<file path="src/rtl/timer_defs.sv">
// Shared constants and state encoding for the min/sec/hour timer stages.
package timer_defs;

   localparam int MAX_SEC = 60;
   localparam int MAX_MIN = 60;
   localparam int DISP_W  = 8;

   typedef enum logic {
      ST_STOP = 1'b0,
      ST_RUN  = 1'b1
   } state_e;

endpackage

</file>
<file path="src/rtl/tick_gen.sv">
// Prescaler: one-cycle tick every TICK_DIV enabled clocks; holds when disabled.
module tick_gen #(
   parameter int TICK_DIV = 100_000_000
) (
   input  logic clk,
   input  logic rst,
   input  logic en,
   input  logic clr,
   output logic tick
);

   localparam int PW = $clog2(TICK_DIV);
   localparam logic [PW-1:0] LAST = PW'(TICK_DIV - 1);
   localparam logic [PW-1:0] ONE  = PW'(1);

   logic [PW-1:0] pcnt_q, pcnt_d;

   assign tick = en && (pcnt_q == LAST);

   always_comb begin
      pcnt_d = pcnt_q;
      if (clr) begin
         pcnt_d = '0;
      end else if (en) begin
         pcnt_d = tick ? '0 : pcnt_q + ONE;
      end
   end

   always_ff @(posedge clk or posedge rst) begin
      if (rst) begin
         pcnt_q <= '0;
      end else begin
         pcnt_q <= pcnt_d;
      end
   end

endmodule

</file>
<file path="src/rtl/sec_counter.sv">
// Seconds stage: run/stop state, 0..MAX_SEC-1 count and wrap carry.
module sec_counter
   import timer_defs::*;
#(
   parameter int TICK_DIV = 100_000_000,
   parameter int MAX_SEC_P = MAX_SEC
) (
   input  logic              clk,
   input  logic              rst,
   input  logic              run_stop,
   input  logic              clear,
   output logic [DISP_W-1:0] sec,
   output logic              carry,
   output logic              running
);

   localparam logic [DISP_W-1:0] SEC_LAST = DISP_W'(MAX_SEC_P - 1);
   localparam logic [DISP_W-1:0] SEC_ONE  = DISP_W'(1);

   state_e            state_q, state_d;
   logic [DISP_W-1:0] sec_q, sec_d;
   logic              carry_q, carry_d;
   logic              tick;

   tick_gen #(
      .TICK_DIV(TICK_DIV)
   ) u_tick (
      .clk (clk),
      .rst (rst),
      .en  (state_q == ST_RUN),
      .clr (clear),
      .tick(tick)
   );

   // clear outranks tick, so a clear on the wrap tick suppresses carry
   always_comb begin
      state_d = state_q;
      sec_d   = sec_q;
      carry_d = 1'b0;
      if (run_stop) begin
         state_d = (state_q == ST_RUN) ? ST_STOP : ST_RUN;
      end
      if (clear) begin
         sec_d = '0;
      end else if (tick) begin
         if (sec_q == SEC_LAST) begin
            sec_d   = '0;
            carry_d = 1'b1;
         end else begin
            sec_d = sec_q + SEC_ONE;
         end
      end
   end

   always_ff @(posedge clk or posedge rst) begin
      if (rst) begin
         state_q <= ST_STOP;
         sec_q   <= '0;
         carry_q <= 1'b0;
      end else begin
         state_q <= state_d;
         sec_q   <= sec_d;
         carry_q <= carry_d;
      end
   end

   assign sec     = sec_q;
   assign carry   = carry_q;
   assign running = (state_q == ST_RUN);

endmodule
</file>
<file path="config.mk">
export PLATFORM = sky130hd
export DESIGN_NAME = sec_counter
export DESIGN_NICKNAME = d
export VERILOG_FILES = /design/src/rtl/timer_defs.sv /design/src/rtl/tick_gen.sv /design/src/rtl/sec_counter.sv
export SDC_FILE = /design/constraint.sdc
export NUM_CORES = 1
export LEC_CHECK = 0
export CORE_MARGIN = 2
export CORE_UTILIZATION = 50
export DETAILED_ROUTE_END_ITERATION = 8
export PLACE_DENSITY_LB_ADDON = 0.05
export SYNTH_ARGS = -nofsm -noshare
export SYNTH_HDL_FRONTEND = slang
export SYNTH_SLANG_ARGS = --single-unit
export TNS_END_PERCENT = 30
</file>
<file path="constraint.sdc">
create_clock -name clk -period 2.27 [get_ports clk]
set_clock_uncertainty 0.1 [all_clocks]
set_input_delay 0.454 -clock clk [delete_from_list [all_inputs] [get_ports clk]]
set_output_delay 0.454 -clock clk [all_outputs]
set_load 0.01 [all_outputs]
</file>
# Word-level counts from Yosys, hierarchy flattened
# Cells that the tools add are included.
# Widths: inputs -> output; s select.
[totals]
output_inout_bits = 10
word_cells = 21
in_bits = 4
regBits = 37
[classes]
mux = 10
n_reduce_logical = 3
n_eq_ne = 2
add_sub_neg = 2
[ops]
columns = ["op", "n"]
rows = [
  ["$mux 27", 3],
  ["$add 27x1->27 const B", 1],
  ["$eq 27x27->1 const B", 1],
  ["$mux 8", 3],
  ["$add 8x1->8 const B", 1],
  ["$eq 8x6->1 const B", 1],
  ["$mux 1", 4],
  ["$reduce_bool 2->1", 2],
  ["$logic_and 1x1->1", 1],
]

# Logic depth before layout (Yosys ltp)
# Gate-level depths: netlist (run 1).
[logic_depth]
ltp_word = 5
ltp_mapped = 6
ltp_nobuf = 5

# Modules after synthesis
# A second synthesis (run 1) with hierarchy kept.
[hier_totals]
hier_cells = 221
area_unflattened_um2 = 2155.8
[by_module_without_submodules]
columns = ["module", "cells_per_inst", "instances", "seq_area_each_um2", "area_per_inst_um2"]
rows = [
  ["tick_gen", 164, 1, 675.6, 1606.5],
  ["sec_counter", 57, 1, 250.2, 549.3],
]

# Least setup slack after synthesis (run 1)
# Ideal clock, no wire load.
[synth_path]
path_type = "register to register"
startpoint = "reg u_tick.pcnt_q[0]"
endpoint = "reg u_tick.pcnt_q[26]"
required_ns = 2.092
setup_time_ns = 0.078
arrival_ns = 1.900
slack_ns = 0.192
period_less_slack_ns = 2.078
path_buffers = 1
stages_incl_launch_ff = 7
cell_sequence = "dfrtp_1 > ha_1 > nand3_1 > or4_1 > buf_2 > or4_1 > a21oi_1"
[synth_via]
elab_chain_len = 5
elab_cells_between_ends = 6
classes_between = "1 x add/sub; 1 x eq/ne; 3 x mux; 1 x reduce/logical"
[synth_rtl]
columns = ["element", "line", "text"]
rows = [
  ["from (decl)", "tick_gen.sv:16", "logic [PW-1:0] pcnt_q, pcnt_d;"],
  ["from (signal assigned)", "tick_gen.sv:33", "pcnt_q <= pcnt_d;"],
  ["branches (longest 2 deep; another with $add 27x1->27)", "-", ""],
  ["$mux 27 *", "tick_gen.sv:25", "pcnt_d = tick ? '0 : pcnt_q + ONE;"],
  ["$mux 27 *", "tick_gen.sv:24", "end else if (en) begin"],
  ["$mux 27 *", "tick_gen.sv:22", "if (clr) begin"],
]
# Every way passes the cells marked *. The select of a mux whose other input is x is not followed.
# A chain may end at the register's enable or synchronous reset.

# Worst setup path in the final report (run 1)
# Ends and elaborated chain as after synthesis.

==> flow_summary.ini, run 1 <==
[pwr]
power_frac_comb_pct = 12.3
intPower_mw = 1.01
leakage_nw = 0.931
p_sw_mw = 0.346
powerDensity_nw_per_um2 = 541
p_sw_share_pct = 25.6
power_frac_seq_pct = 53.3
clkPwrFrac_pct = 34.3
total_power_mw = 1.35
peakVddDrop_mv = 0.505

[cells_and_area]
area.growth.synth_to_final_pct = 17.1
layout.nets = 258
drive_gt1_share_pct = 15.9
post-route-util_pct = 61.5
antenna_cells = 0
finish.instance_area_sq_um = 2500
fin_cells = 302
nFillCells = 351

[sta]
max-slew-margin-rel_pct = 64.5
tightestPinTransition_ns = 0.525
tns_ns = 0
rsz0062_at_grt = no
slew_viol_final = 0
setup_viol = 0
worst_hold_slack_ns = 0.474
max_freq_ghz = 0.464
hold_viol_final = 0
finalCriticalPeriod_ns = 2.16
post-route-period-util_pct = 95.0
fin_ws_ns = 0.113

[global_routing]
grt-ovfl-total = 0
grt_pass1_wl_mm = 8.79
grt_max_degree = 38
antenna_found_initial = 0
grt_pass1_vias = 1768
track_usage_pct = 22.8

[floorplanning]
pin_count = 14
die_width_microns = 69.3
rows = 23
core_sq_um = 4060
dieArea_sq_um = 4810
die_h_microns = 69.3
start_util_pct = 52.6

[worst_setup_path]
worst-path-max-fanout = 7
cp-start-kind = flop
rr_worst_depth = 5
rrSetupSlack_ns = 0.11
cp.buffers_inverters = 0
r2r-end = u_tick.pcnt_q[26]
worstPathArrival_ns = 2.28
worst_ep_required_time_ns = 2.39
r2r-start = u_tick.pcnt_q[0]
cp_cell_sequence = ha_1, nand3_1, or4_4, or4_1, a21oi_1
crit_family = simple AND/OR/NAND/NOR gates
slowest_delay_ns = 0.59
cp_slowest_cell = or4_4
endpoint_kind = flop
critical_path_class = flop to flop

[route]
vias_per_cell = 6.10
drcViolationCount = 0
drtIter0Drc = 193
firstDrtPassIters = 4
detail_route.wl_per_cell_microns = 16.8
ant_nets = 0
vias = 1841
wirelength_mm = 5.07

[synth]
synth_area_per_cell_sq_um = 9.48
syn_nets = 231
synth_edf_count = 0
ys_seq_area_share_pct = 43.4
synth_flop_cell = dfrtp_1
yosys_warnings = 0
async_flop_share_pct = 100
ys_types = 45
synth.ff_latch_count = 37
netlist_area_sq_um = 2130
syn_inst = 225

[job]
maxCapViolations = 0

[clock_network]
root_buffer = clkbuf_8
cts_tree = yes
clk_path_buf_depth = 2
clk_pin_slew_ns = 0.07
numCtsBuffers = 5
cts-hold-fix-buffers = 0
insertion_delay_ns = 0.29
cts-htree-levels = 2
cts.sinks = 37

[min_path]
hold_path.class = input port to asynchronous set/reset pin

[place]
dp_cells = 295
preCtsSetupSlack_ns = -0.118
placed_cell_area_sq_um = 2390
dp_hpwl_mm = 3.58
port_buffers = 13
routabilityCongestion = 0.983

[run_status]
status = finished, final reports clean
==> cell usage after synthesis (2+ instances only) <==
| library cell | count | share of area [%] |
|---|---|---|
| inv_1 | 6 | 1.1 |
| buf_2 | 4 | 0.94 |
| nor2b_1 | 2 | 0.59 |
| o31ai_1 | 6 | 2.1 |
| nor4bb_1 | 2 | 0.94 |
| nand3_1 | 6 | 1.4 |
| a21bo_2 | 2 | 0.94 |
| nand3b_1 | 2 | 0.70 |
| nor4b_1 | 7 | 2.9 |
| xnor2_1 | 8 | 3.3 |
| or2_2 | 2 | 0.59 |
| dfrtp_1 | 37 | 43 |
| o21ai_0 | 10 | 2.3 |
| nor3_1 | 8 | 1.9 |
| nand2_1 | 10 | 1.8 |
| or3_1 | 7 | 2.1 |
| and3_1 | 4 | 1.2 |
| a21oi_1 | 19 | 4.5 |
| buf_4 | 2 | 0.70 |
| mux2_2 | 2 | 1.1 |
| nand2b_1 | 3 | 0.88 |
| a41oi_1 | 2 | 0.82 |
| a221oi_1 | 2 | 0.82 |
| and4_1 | 2 | 0.82 |
| or4_1 | 10 | 3.5 |
| nor2_1 | 21 | 3.7 |
| o211ai_1 | 2 | 0.70 |
| xor2_1 | 4 | 1.6 |
| nor4_1 | 2 | 0.59 |
| nand4_1 | 13 | 3.8 |
| clkbuf_8 | 3 | 1.9 |
| ha_1 | 2 | 1.2 |
==> logic make-up after synthesis <==
group | Yosys count | share of synthesized area [%]
buffers and inverters | 17 | 5.04
and+or+nand+nor | 108 | 30.4
muxes | 3 | 1.52
DFF | 37 | 43.4
xor gates and xnor gates | 12 | 4.93
adders and majority gates | 2 | 1.17
AOI/OAI and AO/OA | 46 | 13.5
==> layout make-up <==
class	count	area (sq um)	area share, %
clock buffer	7	86.3	3.46
inverter	6	22.5	0.902
multi-input combinational	171	1120	44.9
sequential	37	926	37.1
tap	50	62.6	2.51
timing repair buffer	31	278	11.1
==> metal layers <==
metal / track usage, % / wire, microns / up-vias
met5: 0 / 0 / -
met4: 6.32 / 41 / 0
met3: 6.83 / 201 / 5
met2: 32.7 / 2400 / 39
met1: 33.5 / 2430 / 895
li1: - / - / 902
==> worst register-to-register path: cells and delay by family (launching register included) <==
family                   cells  cell delay (ns)
AO/OA/AOI/OAI                1             0.15
adder cells (fa/ha/maj)      1             0.24
AND/OR/NAND/NOR              3             1.16
flip-flops                   1             0.44
==> what timing repair did <==
| action | in CTS | in global routing |
|---|---|---|
| buffers inserted | 0 | 0 |
| resized for setup | 0 | 4 |
| endpoints found under the setup margin | 0 | 4 |
==> how the worst max path moves through the flow <==
| stage | startpoint | endpoint | slack [ns] | depth (start not counted) |
|---|---|---|---|---|
| 3_5_place_dp | clear | u_tick.pcnt_q[24] | -0.12 | 5 |
| 2_1_floorplan | u_tick.pcnt_q[0] | u_tick.pcnt_q[26] | 0.19 | 6 |
| 3_3_place_gp | clear | u_tick.pcnt_q[26] | -0.10 | 5 |
| 6_report | u_tick.pcnt_q[0] | u_tick.pcnt_q[26] | 0.11 | 5 |
| 5_1_grt | u_tick.pcnt_q[2] | u_tick.pcnt_q[15] | 0.008 | 4 |
| 4_1_cts | u_tick.pcnt_q[0] | u_tick.pcnt_q[24] | 0.06 | 5 |
==> power groups by stage <==
| stage | registers (mW) | logic [mW] | clock network [mW] |
|---|---|---|---|
| floorplan | 0.725 | 0.108 | 0 |
| global placement | 0.730 | 0.164 | 0 |
| detailed placement | 0.732 | 0.167 | 0 |
| CTS | 0.719 | 0.168 | 0.472 |
| global route | 0.722 | 0.185 | 0.517 |
| finish | 0.720 | 0.167 | 0.464 |
==> cells in the final DEF (no fill, tap or decap), types with 2 or more instances in the layout <==
| cell type | netlist | final |
|---|---|---|
| a21bo_2 | 2 | 2 |
| a21oi_1 | 19 | 19 |
| a221oi_1 | 2 | 2 |
| a41oi_1 | 2 | 2 |
| and3_1 | 4 | 4 |
| and4_1 | 2 | 2 |
| buf_4 | 2 | 17 |
| clkbuf_8 | 3 | 6 |
| clkdlybuf4s50_1 | 0 | 13 |
| dfrtp_1 | 37 | 37 |
| ha_1 | 2 | 2 |
| inv_1 | 6 | 6 |
| mux2_2 | 2 | 2 |
| nand2_1 | 10 | 10 |
| nand2b_1 | 3 | 3 |
| nand3_1 | 6 | 6 |
| nand3b_1 | 2 | 2 |
| nand4_1 | 13 | 13 |
| nor2_1 | 21 | 21 |
| nor2b_1 | 2 | 2 |
| nor3_1 | 8 | 8 |
| nor4_1 | 2 | 2 |
| nor4b_1 | 7 | 5 |
| nor4b_2 | 0 | 2 |
| o211ai_1 | 2 | 2 |
| o21ai_0 | 10 | 10 |
| o31ai_1 | 6 | 6 |
| or2_2 | 2 | 2 |
| or3_1 | 7 | 7 |
| or4_1 | 10 | 9 |
| xnor2_1 | 8 | 8 |
| xor2_1 | 4 | 4 |
==> flip-flops by register name, indices dropped and copies added, names as in the netlist <==
register,count
running,1
carry,1
sec,8
u_tick.pcnt_q,27
Note: power is estimated with default switching activity, not from simulation.
==> inputs of run 2 (changes only) <==
--- a/config.mk
+++ b/config.mk
@@ -5,7 +5,6 @@
 export SDC_FILE = /design/constraint.sdc
 export NUM_CORES = 1
 export LEC_CHECK = 0
-export CORE_MARGIN = 2
 export CORE_UTILIZATION = 50
 export DETAILED_ROUTE_END_ITERATION = 8
 export PLACE_DENSITY_LB_ADDON = 0.05
==> run 2 against run 1 <==
Compared with the run above:
- power rose by 3.5%
- utilization rose by 0.59 points
- non-clock buffer count rose by 4
- clock power rose by 9.1%
- design area rose by 0.95%
==> flow_summary.ini, run 2 (synthesis gave the netlist of run 1 again) <==
[run_status]
status = finished, final reports clean

[clock_network]
numCtsBuffers = 5
clk_pin_slew_ns = 0.07
cts_tree = yes
cts.sinks = 37
cts-hold-fix-buffers = 0
insertion_delay_ns = 0.28
root_buffer = clkbuf_8
clk_path_buf_depth = 2
cts-htree-levels = 2

[sta]
setup_viol = 0
max_freq_ghz = 0.463
hold_viol_final = 0
tightestPinTransition_ns = 0.593
max-slew-margin-rel_pct = 60.4
post-route-period-util_pct = 95.1
fin_ws_ns = 0.110
tns_ns = 0
worst_hold_slack_ns = 0.481
rsz0062_at_grt = no
finalCriticalPeriod_ns = 2.16
slew_viol_final = 0

[worst_setup_path]
startpoint = u_tick.pcnt_q[2]
worstPathArrival_ns = 2.27
worst-path-max-fanout = 7
cp-start-kind = flop
rr_worst_depth = 4
rrSetupSlack_ns = 0.11
critical_path_class = flop to flop
r2r-end = u_tick.pcnt_q[17]
endpoint_kind = flop
worst_ep_required_time_ns = 2.38
r2r-start = u_tick.pcnt_q[2]

[floorplanning]
pin_count = 14
core_sq_um = 4060
dieArea_sq_um = 4530
rows = 23
die_width_microns = 67.3
start_util_pct = 52.6
die_h_microns = 67.3

[cells_and_area]
regArea_sq_um = 928
antenna_cells = 0
fin_cells = 307
post-route-util_pct = 62.1
multiInputGateArea_sq_um = 1110
final_common_cell = dfrtp_1
nFillCells = 358
mostFrequentLayoutCells = dfrtp_1, buf_4, nor2_1
layout.nets = 262
drive_gt1_share_pct = 17.5
area.growth.synth_to_final_pct = 18.2
max_flop_register = u_tick.pcnt_q
finish.instance_area_sq_um = 2520
largest_reg_flops = 27

[global_routing]
antenna_found_initial = 0
grt_pass1_wl_mm = 8.66
grt_pass1_vias = 1868
grt-ovfl-total = 0
track_usage_pct = 25.7
grt_max_degree = 38

[place]
dp_hpwl_mm = 3.63
dp_cells = 298
port_buffers = 13
placed_cell_area_sq_um = 2400
preCtsSetupSlack_ns = -0.137
routabilityCongestion = 0.930

[job]
maxCapViolations = 0

[pwr]
peakVddDrop_mv = 0.416
total_power_mw = 1.40
powerDensity_nw_per_um2 = 554
leakage_nw = 0.948

[route]
firstDrtPassIters = 4
ant_nets = 0
wirelength_mm = 5.11
drtIter0Drc = 143
drcViolationCount = 0
vias = 1907
vias_per_cell = 6.21
detail_route.wl_per_cell_microns = 16.6

[min_path]
hold_path.class = input port to asynchronous set/reset pin
-- run 2: cell count changes in the layout (fill, tap and decap cells not counted), sizes merged --
cell / previous run / this run
clkinv: 0 / 1
buf: 18 / 22
-- run 2: worst max-delay path by stage --
stage | depth (start not counted) | slack, ns | endpoint
3_3_place_gp | 5 | -0.12 | u_tick.pcnt_q[24]
4_1_cts | 5 | 0.03 | u_tick.pcnt_q[26]
5_1_grt | 4 | 0.009 | u_tick.pcnt_q[15]
2_1_floorplan | 6 | 0.19 | u_tick.pcnt_q[26]
3_5_place_dp | 5 | -0.14 | u_tick.pcnt_q[26]
6_report | 4 | 0.11 | u_tick.pcnt_q[17]
-- run 2: what timing repair did --
action | CTS | global route
pin swaps | 0 | 1
setup endpoints to repair | 12 | 4
resized for setup | 1 | 3
buffers inserted | 0 | 1
-- run 2: power by group --
group          switching [mW]  internal [mW]  leakage, nW  total [mW]
Combinational          0.0865         0.0796        0.384       0.166
Clock                   0.232          0.275       0.0542       0.506
Sequential             0.0426          0.683        0.510       0.725
-- run 2: critical path, cell delays in order (launching register included) --
cell and delay [ns]:
dfrtp_1 0.47, nand4_2 0.21, or4_1 0.70, or4_1 0.45, a21oi_1 0.16
-- run 2: metal layers --
layer	share of wire [%]	routed length [microns]	GRT usage [%]
met5	0	0	0
met4	1.2	62	10.6
met3	3.3	171	5.41
met2	49	2500	42.9
met1	46	2370	32.2
-- run 2: cell type report --
| class | count | area share [%] |
|---|---|---|
| tap | 50 | 2.48 |
| sequential | 37 | 36.8 |
| timing repair buffer | 35 | 11.7 |
| clock inverter | 1 | 0.199 |
| inverter | 6 | 0.893 |
| clock buffer | 7 | 3.82 |
| multi-input combinational | 171 | 44.1 |
==> inputs of run 3 (changes only) <==
--- a/config.mk
+++ b/config.mk
@@ -7,6 +7,7 @@
 export LEC_CHECK = 0
 export CORE_UTILIZATION = 50
 export DETAILED_ROUTE_END_ITERATION = 8
+export GPL_TIMING_DRIVEN = 0
 export PLACE_DENSITY_LB_ADDON = 0.05
 export SYNTH_ARGS = -nofsm -noshare
 export SYNTH_HDL_FRONTEND = slang
==> run 3 against run 2 <==
Compared with the run above:
- maximum frequency decreased by 2.8%
- critical path depth grew 1
- global-route usage shrank 0.44 points
- register-to-register slack got worse by 0.06 ns
- critical path type unchanged
- critical endpoint unchanged
- utilization down 0.31 points
==> flow_summary.ini, run 3 (synthesis gave the netlist of run 1 again) <==
[job]
maxCapViolations = 0

[sta]
setup_viol = 0
hold_viol_final = 0
finalCriticalPeriod_ns = 2.22
max-slew-margin-rel_pct = 56.1
post-route-period-util_pct = 97.8
rsz0062_at_grt = yes
max_freq_ghz = 0.450
slew_viol_final = 0
tightestPinTransition_ns = 0.652
tns_ns = 0

[cells_and_area]
nFillCells = 357
final_common_cell = dfrtp_1
layout.nets = 252
max_flop_register = u_tick.pcnt_q
antenna_cells = 0
finish.instance_area_sq_um = 2510
largest_reg_flops = 27
area.growth.synth_to_final_pct = 17.6
post-route-util_pct = 61.8
mostFrequentLayoutCells = dfrtp_1, nor2_1, a21oi_1
drive_gt1_share_pct = 15.0
fin_cells = 297

[route]
vias = 1904
detail_route.wl_per_cell_microns = 17.8
vias_per_cell = 6.41
firstDrtPassIters = 4
drcViolationCount = 0
drtIter0Drc = 172
ant_nets = 0
wirelength_mm = 5.29

[min_path]
hold_path.class = input port to flop
hold-path-endpoint = u_tick.pcnt_q[25]
holdPathStages = 3
min_from = clear

[floorplanning]
die_h_microns = 67.3
dieArea_sq_um = 4530
die_width_microns = 67.3
pin_count = 14
core_sq_um = 4060
start_util_pct = 52.6
rows = 23

[pwr]
powerDensity_nw_per_um2 = 599
total_power_mw = 1.50
leakage_nw = 0.908
peakVddDrop_mv = 0.573
clkPwrFrac_pct = 40.2
intPower_mw = 1.13
power_frac_comb_pct = 11.7
p_sw_share_pct = 25.1
power_frac_seq_pct = 48.1
p_sw_mw = 0.378

[global_routing]
track_usage_pct = 25.3
grt_pass1_vias = 1755
grt_pass1_wl_mm = 8.60
busiest_layer = met2
grt_max_degree = 25
grt-ovfl-total = 0
grt_use_met2_pct = 41.0
use_met3_pct = 4.56
use_met1_pct = 35.0
antenna_found_initial = 0

[worst_setup_path]
cp-start-kind = flop
rrSetupSlack_ns = 0.05
rr_worst_depth = 5
critical_path_class = flop to flop
worst-path-max-fanout = 8
r2r-end = u_tick.pcnt_q[17]
endpoint_kind = flop
r2r-start = u_tick.pcnt_q[2]
worstPathArrival_ns = 2.34
worst_ep_required_time_ns = 2.39

[place]
port_buffers = 12
placed_cell_area_sq_um = 2340
dp_cells = 288
routabilityCongestion = 0.825
dp_hpwl_mm = 3.66

[clock_network]
clk_path_buf_depth = 2
clk_pin_slew_ns = 0.08
cts_tree = yes
cts-hold-fix-buffers = 0
cts-htree-levels = 2
cts.sinks = 37
root_buffer = clkbuf_8
numCtsBuffers = 5
insertion_delay_ns = 0.29

[run_status]
status = finished, final reports clean
-- run 3: what timing repair did --
item	in CTS	in global routing
setup buffers	0	1
resized for setup	1	7
pin swaps	0	3
endpoints found under the hold margin	0	0
setup endpoints to repair	3	20
-- run 3: metal layers --
metal	vias up	part of all wire, %
met1	949	45
met3	9	4.9
met5	-	0
met2	56	49
met4	0	1.2
li1	890	-
-- run 3: power by group through the flow --
stage | Clock, mW | Combinational (mW) | Sequential [mW]
floorplan | 0 | 0.108 | 0.725
global placement | 0 | 0.158 | 0.727
detailed placement | 0 | 0.172 | 0.727
CTS | 0.608 | 0.172 | 0.714
global route | 0.637 | 0.200 | 0.727
finish | 0.605 | 0.176 | 0.723
-- run 3: worst max-delay path by stage --
stage / start / endpoint / slack (ns)
after floorplan: u_tick.pcnt_q[0] / u_tick.pcnt_q[26] / 0.19
after global placement: u_tick.pcnt_q[0] / u_tick.pcnt_q[18] / -0.10
after detailed placement: u_tick.pcnt_q[0] / u_tick.pcnt_q[18] / -0.09
after CTS: u_tick.pcnt_q[0] / u_tick.pcnt_q[26] / 0.02
after global routing: u_tick.pcnt_q[10] / carry / -0.14
final: u_tick.pcnt_q[2] / u_tick.pcnt_q[17] / 0.05
-- run 3: layout make-up --
type	instances	area, sq um	area share [%]
clock buffers	6	82.6	3.29
flip-flops and latches	37	928	37.0
well taps	50	62.6	2.49
repair buffers	14	155	6.18
plain buffers	11	87.6	3.49
inverters	6	22.5	0.898
clock inverters	2	37.5	1.50
multi-input cells	171	1130	45.1
-- run 3: stage by stage --
stage / hold WS (ns) / setup WS [ns]
after floorplan: 0.416 / 0.192
after global placement: 0.434 / -0.101
after detailed placement: 0.479 / -0.0943
after CTS: 0.403 / 0.0230
after global routing: 0.418 / -0.142
final: 0.399 / 0.0492
-- run 3: worst max-delay path: stages, from the launching register on --
cell and delay (ns):
dfrtp_1 0.46, nand4_2 0.25, or4_1 0.59, buf_2 0.18, or4_1 0.41, a21oi_1 0.16
